--- src/rtl/serial_loader.sv ---
// ============================================================================
// Module   : serial_loader
// Function : oversampling start/data/stop serial receiver feeding a load register
// Revision : 1.0  initial release
// ============================================================================
`default_nettype none

module serial_loader #(
  parameter int WIDTH        = 8,
  parameter int CLKS_PER_BIT = 16
) (
  input  logic             clk,
  input  logic             async_nreset,
  input  logic             rx,
  input  logic             enable,
  output logic [WIDTH-1:0] data_out,
  output logic             load,
  output logic             frame_error,
  output logic             busy
);

  localparam int c_CNT_W = $clog2(CLKS_PER_BIT);
  localparam int c_IDX_W = (WIDTH > 1) ? $clog2(WIDTH) : 1;
  localparam logic [c_CNT_W-1:0] c_CNT_MID  = c_CNT_W'(CLKS_PER_BIT / 2 - 1);
  localparam logic [c_CNT_W-1:0] c_CNT_LAST = c_CNT_W'(CLKS_PER_BIT - 1);
  localparam logic [c_IDX_W-1:0] c_IDX_LAST = c_IDX_W'(WIDTH - 1);

  typedef enum logic [1:0] {
    S_IDLE  = 2'd0,
    S_START = 2'd1,
    S_DATA  = 2'd2,
    S_STOP  = 2'd3
  } state_t;

  state_t             r_state, w_state_nxt;
  logic               r_rx_meta, r_rx_s;
  logic [c_CNT_W-1:0] r_cnt, w_cnt_nxt;
  logic [c_IDX_W-1:0] r_idx, w_idx_nxt;
  logic [WIDTH-1:0]   r_shift, w_shift_nxt;
  logic [WIDTH-1:0]   r_data, w_data_nxt;
  logic               r_load, w_load_nxt;
  logic               r_ferr, w_ferr_nxt;

  // Line idles high, so the synchronizer resets to 1 to avoid a false start.
  always_ff @(posedge clk or negedge async_nreset) begin
    if (!async_nreset) begin
      r_rx_meta <= 1'b1;
      r_rx_s    <= 1'b1;
    end else begin
      r_rx_meta <= rx;
      r_rx_s    <= r_rx_meta;
    end
  end

  always_ff @(posedge clk or negedge async_nreset) begin
    if (!async_nreset) begin
      r_state <= S_IDLE;
      r_cnt   <= '0;
      r_idx   <= '0;
      r_shift <= '0;
      r_data  <= '0;
      r_load  <= 1'b0;
      r_ferr  <= 1'b0;
    end else begin
      r_state <= w_state_nxt;
      r_cnt   <= w_cnt_nxt;
      r_idx   <= w_idx_nxt;
      r_shift <= w_shift_nxt;
      r_data  <= w_data_nxt;
      r_load  <= w_load_nxt;
      r_ferr  <= w_ferr_nxt;
    end
  end

  always_comb begin
    w_state_nxt = r_state;
    w_cnt_nxt   = r_cnt + c_CNT_W'(1);
    w_idx_nxt   = r_idx;
    w_shift_nxt = r_shift;
    w_data_nxt  = r_data;
    w_load_nxt  = 1'b0;
    w_ferr_nxt  = 1'b0;
    case (r_state)
      S_IDLE: begin
        w_cnt_nxt = '0;
        if (enable && !r_rx_s) begin
          w_state_nxt = S_START;
        end
      end
      S_START: begin
        if (r_cnt == c_CNT_MID) begin
          w_cnt_nxt   = '0;
          w_idx_nxt   = '0;
          w_state_nxt = r_rx_s ? S_IDLE : S_DATA;
        end
      end
      S_DATA: begin
        if (r_cnt == c_CNT_LAST) begin
          w_cnt_nxt   = '0;
          w_shift_nxt = {r_rx_s, r_shift[WIDTH-1:1]};
          if (r_idx == c_IDX_LAST) begin
            w_state_nxt = S_STOP;
          end else begin
            w_idx_nxt = r_idx + c_IDX_W'(1);
          end
        end
      end
      S_STOP: begin
        if (r_cnt == c_CNT_LAST) begin
          w_cnt_nxt   = '0;
          w_state_nxt = S_IDLE;
          if (r_rx_s) begin
            w_data_nxt = r_shift;
            w_load_nxt = 1'b1;
          end else begin
            w_ferr_nxt = 1'b1;
          end
        end
      end
      default: w_state_nxt = S_IDLE;
    endcase
  end

  assign data_out    = r_data;
  assign load        = r_load;
  assign frame_error = r_ferr;
  assign busy        = (r_state != S_IDLE);

endmodule

`default_nettype wire

--- config.mk ---
export PLATFORM = sky130hd
export DESIGN_NAME = serial_loader
export DESIGN_NICKNAME = d
export VERILOG_FILES = /design/src/rtl/serial_loader.sv
export SDC_FILE = /design/constraint.sdc
export NUM_CORES = 1
export LEC_CHECK = 0
export CAP_MARGIN = 20
export CORE_ASPECT_RATIO = 0.6
export CORE_UTILIZATION = 35
export CTS_CLUSTER_SIZE = 24
export DETAILED_ROUTE_END_ITERATION = 8
export GPL_ROUTABILITY_DRIVEN = 0
export SLEW_MARGIN = 20
export SYNTH_ARGS = -nofsm -noshare
export SYNTH_HDL_FRONTEND = slang
export SYNTH_SLANG_ARGS = --single-unit
--- constraint.sdc ---
create_clock -name clk -period 2.95 [get_ports clk]
set_input_delay 0.295 -clock clk [delete_from_list [all_inputs] [get_ports clk]]
set_output_delay 0.295 -clock clk [all_outputs]
set_load 0.03 [all_outputs]
# == Word level (Yosys, flattened, before mapping) ==
# Index checks and enable logic that the tools add are counted.
# word_totals
in_bits,4
register_bits,29
output_inout_bits,11
elab_cells,53
# classes
reduce_logical,10
add_sub_neg,2
mux,20
n_eq_ne,12
# op_table
operator,n
$mux 2,6
$ne 2x2->1 const B,6
$pmux 4 s3,1
$mux 3,3
$mux 4,2
$pmux 2 s4,1
$mux 1,6
$pmux 3 s2,1
$reduce_and 5->1,1
$add 4x1->4 const B,1
$eq 2x2->1 const B,2
$eq 4x3->1 const B,1
$eq 4x4->1 const B,1
$reduce_and 4->1,1
$reduce_bool 2->1,2
$add 3x1->3 const B,1
$eq 3x3->1 const B,1
$reduce_and 3->1,1
$eq 2x1->1 const B,1
$logic_not 2->1,1
$reduce_and 2->1,1
$reduce_or 2->1,1
$logic_and 1x1->1,1
$logic_not 1->1,1

# == Longest topological paths before layout ==
# Gate-level depths: netlist of the first run.
# logic_depth
word_depth,4
depth_mapped,5
mapped_depth_nobuf,5

# == Worst setup path after synthesis of the first run ==
# No wires, ideal clock.
# synth_path
kind,register -> register
start,reg r_cnt[0]
end,reg r_data[0] (netlist: data_out[0])
arrival_time_ns,1.388
setup_slack_ns,1.437
synth_period_minus_slack_ns,1.513
n_path_buf,1
path_stages_with_launch,6
setup_time_ns,0.125
required_time_ns,2.825
path_cell_list,dfrtp_1 ha_1 and4_4 and3_4 buf_12 mux2_4
# synth_via
elab_chain_cells,2
# synth_rtl
item,line_no,rtl
"start, declared",37,"logic [c_CNT_W-1:0] r_cnt, w_cnt_nxt;"
"start signal, assigned",66,r_cnt <= w_cnt_nxt;
$eq 4x4->1,109,if (r_cnt == c_CNT_LAST) begin
$reduce_and 3->1 (no line),--,
"end signal, assigned",69,r_data <= w_data_nxt;
"end, declared",40,"logic [WIDTH-1:0] r_data, w_data_nxt;"
# No other way between the ends.
# A chain may end at the register's enable or synchronous reset.

==> results of run 1 <==
-- critical path, cell delays in order, from the launching register on --
cell             delay (ns)
dfrtp_1                0.51
nor2_1                 0.32
inv_1                  0.08
clkdlybuf4s50_1        0.60
-- cell families after synthesis --
logic type	share of synthesized area [%]
simple gates	11.4
buf+inv	4.78
mux	17.6
fa+ha+maj	2.99
xor+xnor	2.09
flops	58.0
compound gates	3.19
-- worst max path at each step --
| stage | from | slack (ns) | endpoint | cells after the start |
|---|---|---|---|---|
| after floorplan | r_cnt[0] | 1.44 | data_out[0] | 5 |
| after global placement | flop | 1.18 | busy | 3 |
| after detailed placement | flop | 1.18 | busy | 3 |
| after CTS | flop | 0.86 | busy | 3 |
| after global routing | flop | 0.78 | busy | 3 |
| final | flop | 0.88 | busy | 3 |
-- cell usage in the layout, fill, tap and decap left out, types with 4 or more instances in the layout --
cell type / n
inv_1: 5
clkbuf_8: 5
mux2_2: 9
clkdlybuf4s50_1: 14
nand3_1: 4
nor2_1: 5
mux2_4: 8
dfrtp_1: 27
-- power by group --
group          switching (µW)  total (µW)  internal (µW)  leakage [µW]
logic                     103         198           94.3      0.000258
clock network             145         481            335     0.0000681
registers                75.1         529            454      0.000380
total                     324        1210            883      0.000706
-- sequential cells by signal, indices dropped and copies added (netlist names), named ones only --
name         cells
data_out         8
r_idx            3
r_state          1
frame_error      1
r_rx_meta        1
r_shift          8
load             1
r_cnt            4
r_rx_s           1
-- per-stage QoR --
step,setup WS [ns],area (µm²),util [%]
final,0.879,1550,46.4
after global routing,0.782,1550,46.4
after CTS,0.861,1550,46.4
after detailed placement,1.18,1420,42.4
after global placement,1.18,1420,42.4
after floorplan,1.44,1260,-
-- layout make-up --
cell class,instances,area (µm²)
Sequential cell,29,728
Tap cell,45,56.3
Inverter,5,18.8
Timing Repair Buffer,15,148
Clock buffer,5,68.8
Fill cell,303,1790
Clock inverter,3,65.1
Multi-Input combinational cell,54,468
-- metal layers --
layer / GRT usage [%] / vias to the layer above / wire length (µm)
met1: 19.8 / 349 / 1180
met5: 0 / - / 0
met4: 4.55 / 0 / 26
met2: 15.4 / 14 / 747
met3: 5.66 / 5 / 97
li1: - / 356 / -
==> flow_summary.json, run 1 <==
{
  "first_global_vias": 737,
  "hold_path_end": "r_rx_s",
  "grt_max_degree": 30,
  "ys_seq_area_share_pct": 58.0,
  "crit_fanout": 13,
  "netlist_instances": 92,
  "finalSetupViolCount": 0,
  "p_per_area_nw_per_um2": 777,
  "num_rows": 16,
  "endpoint_kind": "primary output",
  "cts_max_level": 2,
  "period_needed_ns": 2.07,
  "min_path_cells": 0,
  "slew_viol_final": 0,
  "final_cells": 156,
  "die-area_um2": 3840,
  "syn2layout_area_growth_pct": 23.6,
  "cts_made_buffers": 5,
  "die_x_um": 79.3,
  "min_path_type": "flop to flop",
  "r2r_cells": 5,
  "crit_path_start_kind": "flop",
  "dp_hpwl_mm": 1.39,
  "cts_tree": "yes",
  "fmax_mhz": 483,
  "hold_violations": 0,
  "postSynthRegisterBits": 29,
  "holdBufCountCts": 0,
  "drtIter0Drc": 30,
  "synth_ff_type": "dfrtp_1",
  "timing.rr.start": "r_idx[0]",
  "placed_cells_incl_taps": 148,
  "synth_most_common_cell": "dfrtp_1",
  "drtPass1Iterations": 4,
  "wl_per_cell_um": 13.1,
  "clk_pin_slew_worst_paths_ns": 0.06,
  "ys_top_cells_by_count": "dfrtp_1, mux2_2, mux2_4",
  "boundaryPins": 15,
  "rsz0062_at_grt": "false",
  "status": "complete, no violations",
  "worstHoldStart": "r_rx_meta",
  "yosysWarnings": 0,
  "grt_pass1_wl_mm": 3.64,
  "yosysUniqueCellTypes": 26,
  "core_area_um2": 3340,
  "root_buffer": "clkbuf_8",
  "routed_via_density": 4.64,
  "track_usage_pct": 12.9,
  "nets": 117,
  "worst_pin_slew_ns": 0.483,
  "p_leak_uw": 0.000706,
  "synth_nets": 99,
  "post-cts-setup-buffers": 0,
  "holdWs_ns": 0.360,
  "clk_latency_ns": 0.27,
  "yosysTopAreaCellShare_pct": 53.8,
  "clock_skew_ns": 0.00575,
  "async_flop_share_pct": 100,
  "peakVddDrop_uv": 328,
  "synth_enable_flop_cells": 0,
  "r2r_slack_ns": 1.27,
  "drv_cap": 0,
  "cp.arrival_ns": 1.78,
  "cts_max_path_buffers": 2,
  "diodes": 0,
  "antenna_found_initial": 0,
  "synthTopCellsByArea": "dfrtp_1, mux2_4, mux2_2",
  "synthesis.area_um2": 1260,
  "fin_crit_sh_pct": 70.2,
  "power_uw": 1210,
  "fin_setup_tns_ns": 0,
  "overflow": 0,
  "cts_resized": 0,
  "vias": 724,
  "numPortBuffers": 14,
  "max_slew_margin_pct": 67.3,
  "start_util_pct": 37.6,
  "route.detailed.drc": 0,
  "worstSetupPathType": "flop to primary output",
  "timing.rr.end": "r_idx[0]",
  "drive_gt1_share_pct": 27.9,
  "synth.avg_cell_area_um2": 13.7,
  "ant_nets": 0,
  "die_y_um": 48.4,
  "synth_top_area_cell": "dfrtp_1",
  "crit_required_ns": 2.65,
  "clock_sinks": 29,
  "drt_wl_total_mm": 2.05
}
(Power assumes the default switching activity.)
==> run 2, diff against run 1 <==
==> constraint.sdc (replaced) <==
create_clock -name clk -period 1.8 [get_ports clk]
set_input_delay 0.18 -clock clk [delete_from_list [all_inputs] [get_ports clk]]
set_output_delay 0.18 -clock clk [all_outputs]
set_load 0.03 [all_outputs]
==> flow_summary.json, run 2 (synthesis results as in run 1) <==
{
  "fmax_mhz": 614,
  "status": "complete, no violations",
  "p_per_area_nw_per_um2": 1180,
  "period_needed_ns": 1.63,
  "cts_made_buffers": 5,
  "vias": 772,
  "core_area_um2": 3340,
  "finalSetupViolCount": 0,
  "root_buffer": "clkbuf_8",
  "multi_input_area_um2": 479,
  "cp.arrival_ns": 1.78,
  "drv_cap": 0,
  "worst_pin_slew_ns": 0.389,
  "timing.rr.start": "r_cnt[0]",
  "fin_crit_sh_pct": 90.5,
  "clk_latency_ns": 0.27,
  "cts_tree": "yes",
  "crit_fanout": 8,
  "start_util_pct": 37.6,
  "cts_max_level": 2,
  "post-cts-setup-buffers": 0,
  "route.detailed.drc": 0,
  "fin_setup_tns_ns": 0,
  "r2r_cells": 4,
  "wl_per_cell_um": 13.7,
  "routed_via_density": 4.86,
  "die-area_um2": 3840,
  "die_x_um": 79.3,
  "crit_required_ns": 1.95,
  "boundaryPins": 15,
  "seqCellArea_um2": 728,
  "nets": 120,
  "overflow": 0,
  "cts_max_path_buffers": 2,
  "post-route-util_pct": 46.6,
  "num_rows": 16,
  "timing.rr.end": "r_shift[0]",
  "numPortBuffers": 14,
  "first_global_vias": 718,
  "final_cell_mix": "dfrtp_1, clkdlybuf4s50_1, mux2_2, mux2_4, clkbuf_8",
  "drtPass1Iterations": 4,
  "rsz0062_at_grt": "false",
  "track_usage_pct": 13.5,
  "ant_nets": 0,
  "dp_hpwl_mm": 1.56,
  "drtIter0Drc": 42,
  "peakVddDrop_uv": 533,
  "diodes": 0,
  "antenna_found_initial": 0,
  "drive_gt1_share_pct": 31.6,
  "drt_wl_total_mm": 2.18,
  "holdBufCountCts": 0,
  "clock_skew_ns": 0.00834,
  "grt_max_degree": 30,
  "min_path_type": "input port to asynchronous set/reset pin",
  "clk_pin_slew_worst_paths_ns": 0.07,
  "final_common_cell": "dfrtp_1",
  "syn2layout_area_growth_pct": 23.9,
  "fill_cells": 293,
  "hold_violations": 0,
  "worstSetupPathType": "flop to flop",
  "endpoint_kind": "flop",
  "holdWs_ns": 0.283,
  "p_leak_uw": 0.000709,
  "die_y_um": 48.4,
  "r2r_slack_ns": 0.17,
  "max_slew_margin_pct": 73.7,
  "grt_pass1_wl_mm": 3.71,
  "crit_path_start_kind": "flop",
  "slew_viol_final": 0,
  "clock_sinks": 29
}
run 2: cell count changes in the layout (fill, tap and decap cells not counted), sizes merged:
cell	change
bufinv	-2
buf	+3
clkbuf	+2
dlymetal6s2s	+1
clkdlybuf4s50	-1
run 2: repair_timing:
action | CTS | global route
hold endpoints to repair | 0 | 0
gates resized for setup | 0 | 3
endpoints found under the setup margin | 0 | 4
run 2: power breakdown:
part	switching, µW	internal, µW	leakage (µW)	total [µW]
combinational	237	190	0.000275	427
sequential	90.0	744	0.000380	834
clock	235	345	0.0000542	580
run 2: critical path, stage by stage (launching register included):
cell     delay, ns
dfrtp_1       0.38
ha_1          0.24
and4_4        0.25
and2_2        0.28
mux2_2        0.36
run 2: cell type report:
class                           count  area share [%]
Sequential cell                    29            46.8
Multi-Input combinational cell     54            30.8
Timing Repair Buffer               18            11.1
Clock buffer                        7            6.19
Tap cell                           45            3.62
Inverter                            5            1.21
Clock inverter                      1           0.322
run 2: stage by stage:
step	total power, µW	area [µm²]	std cells	setup WS (ns)
floorplan	1110	1260	92	0.287
CTS	1830	1540	159	0.0391
finish	1840	1560	159	0.170
detailed placement	1250	1440	151	0.0545
global placement	1240	1440	151	0.123
global route	1960	1560	159	0.0275
run 2: worst max path at each step:
stage,from,endpoint,slack (ns),cells after the start
6_report,r_cnt[0],r_shift[0],0.17,4
5_1_grt,r_idx[0],r_idx[0],0.03,5
4_1_cts,flop,busy,0.04,3
3_5_place_dp,r_idx[0],r_idx[0],0.05,5
3_3_place_gp,r_idx[0],r_idx[2],0.12,5
2_1_floorplan,r_cnt[0],data_out[0],0.29,5
run 2: layer usage:
metal,share of wire (%),wire [µm],GRT usage [%],up-vias
li1,-,-,-,362
met1,57,1240,22.2,393
met2,38,816,14.7,15
met3,4.5,98,5.85,2
met4,0.74,16,4.55,0
met5,0,0,0,-
==> run 3, diff against run 2 <==
--- a/config.mk
+++ b/config.mk
@@ -5,7 +5,6 @@
 export SDC_FILE = /design/constraint.sdc
 export NUM_CORES = 1
 export LEC_CHECK = 0
-export CAP_MARGIN = 20
 export CORE_ASPECT_RATIO = 0.6
 export CORE_UTILIZATION = 35
 export CTS_CLUSTER_SIZE = 24
==> results of run 3 <==
The final DEF is identical to that of run 2; final timing and power are the same.
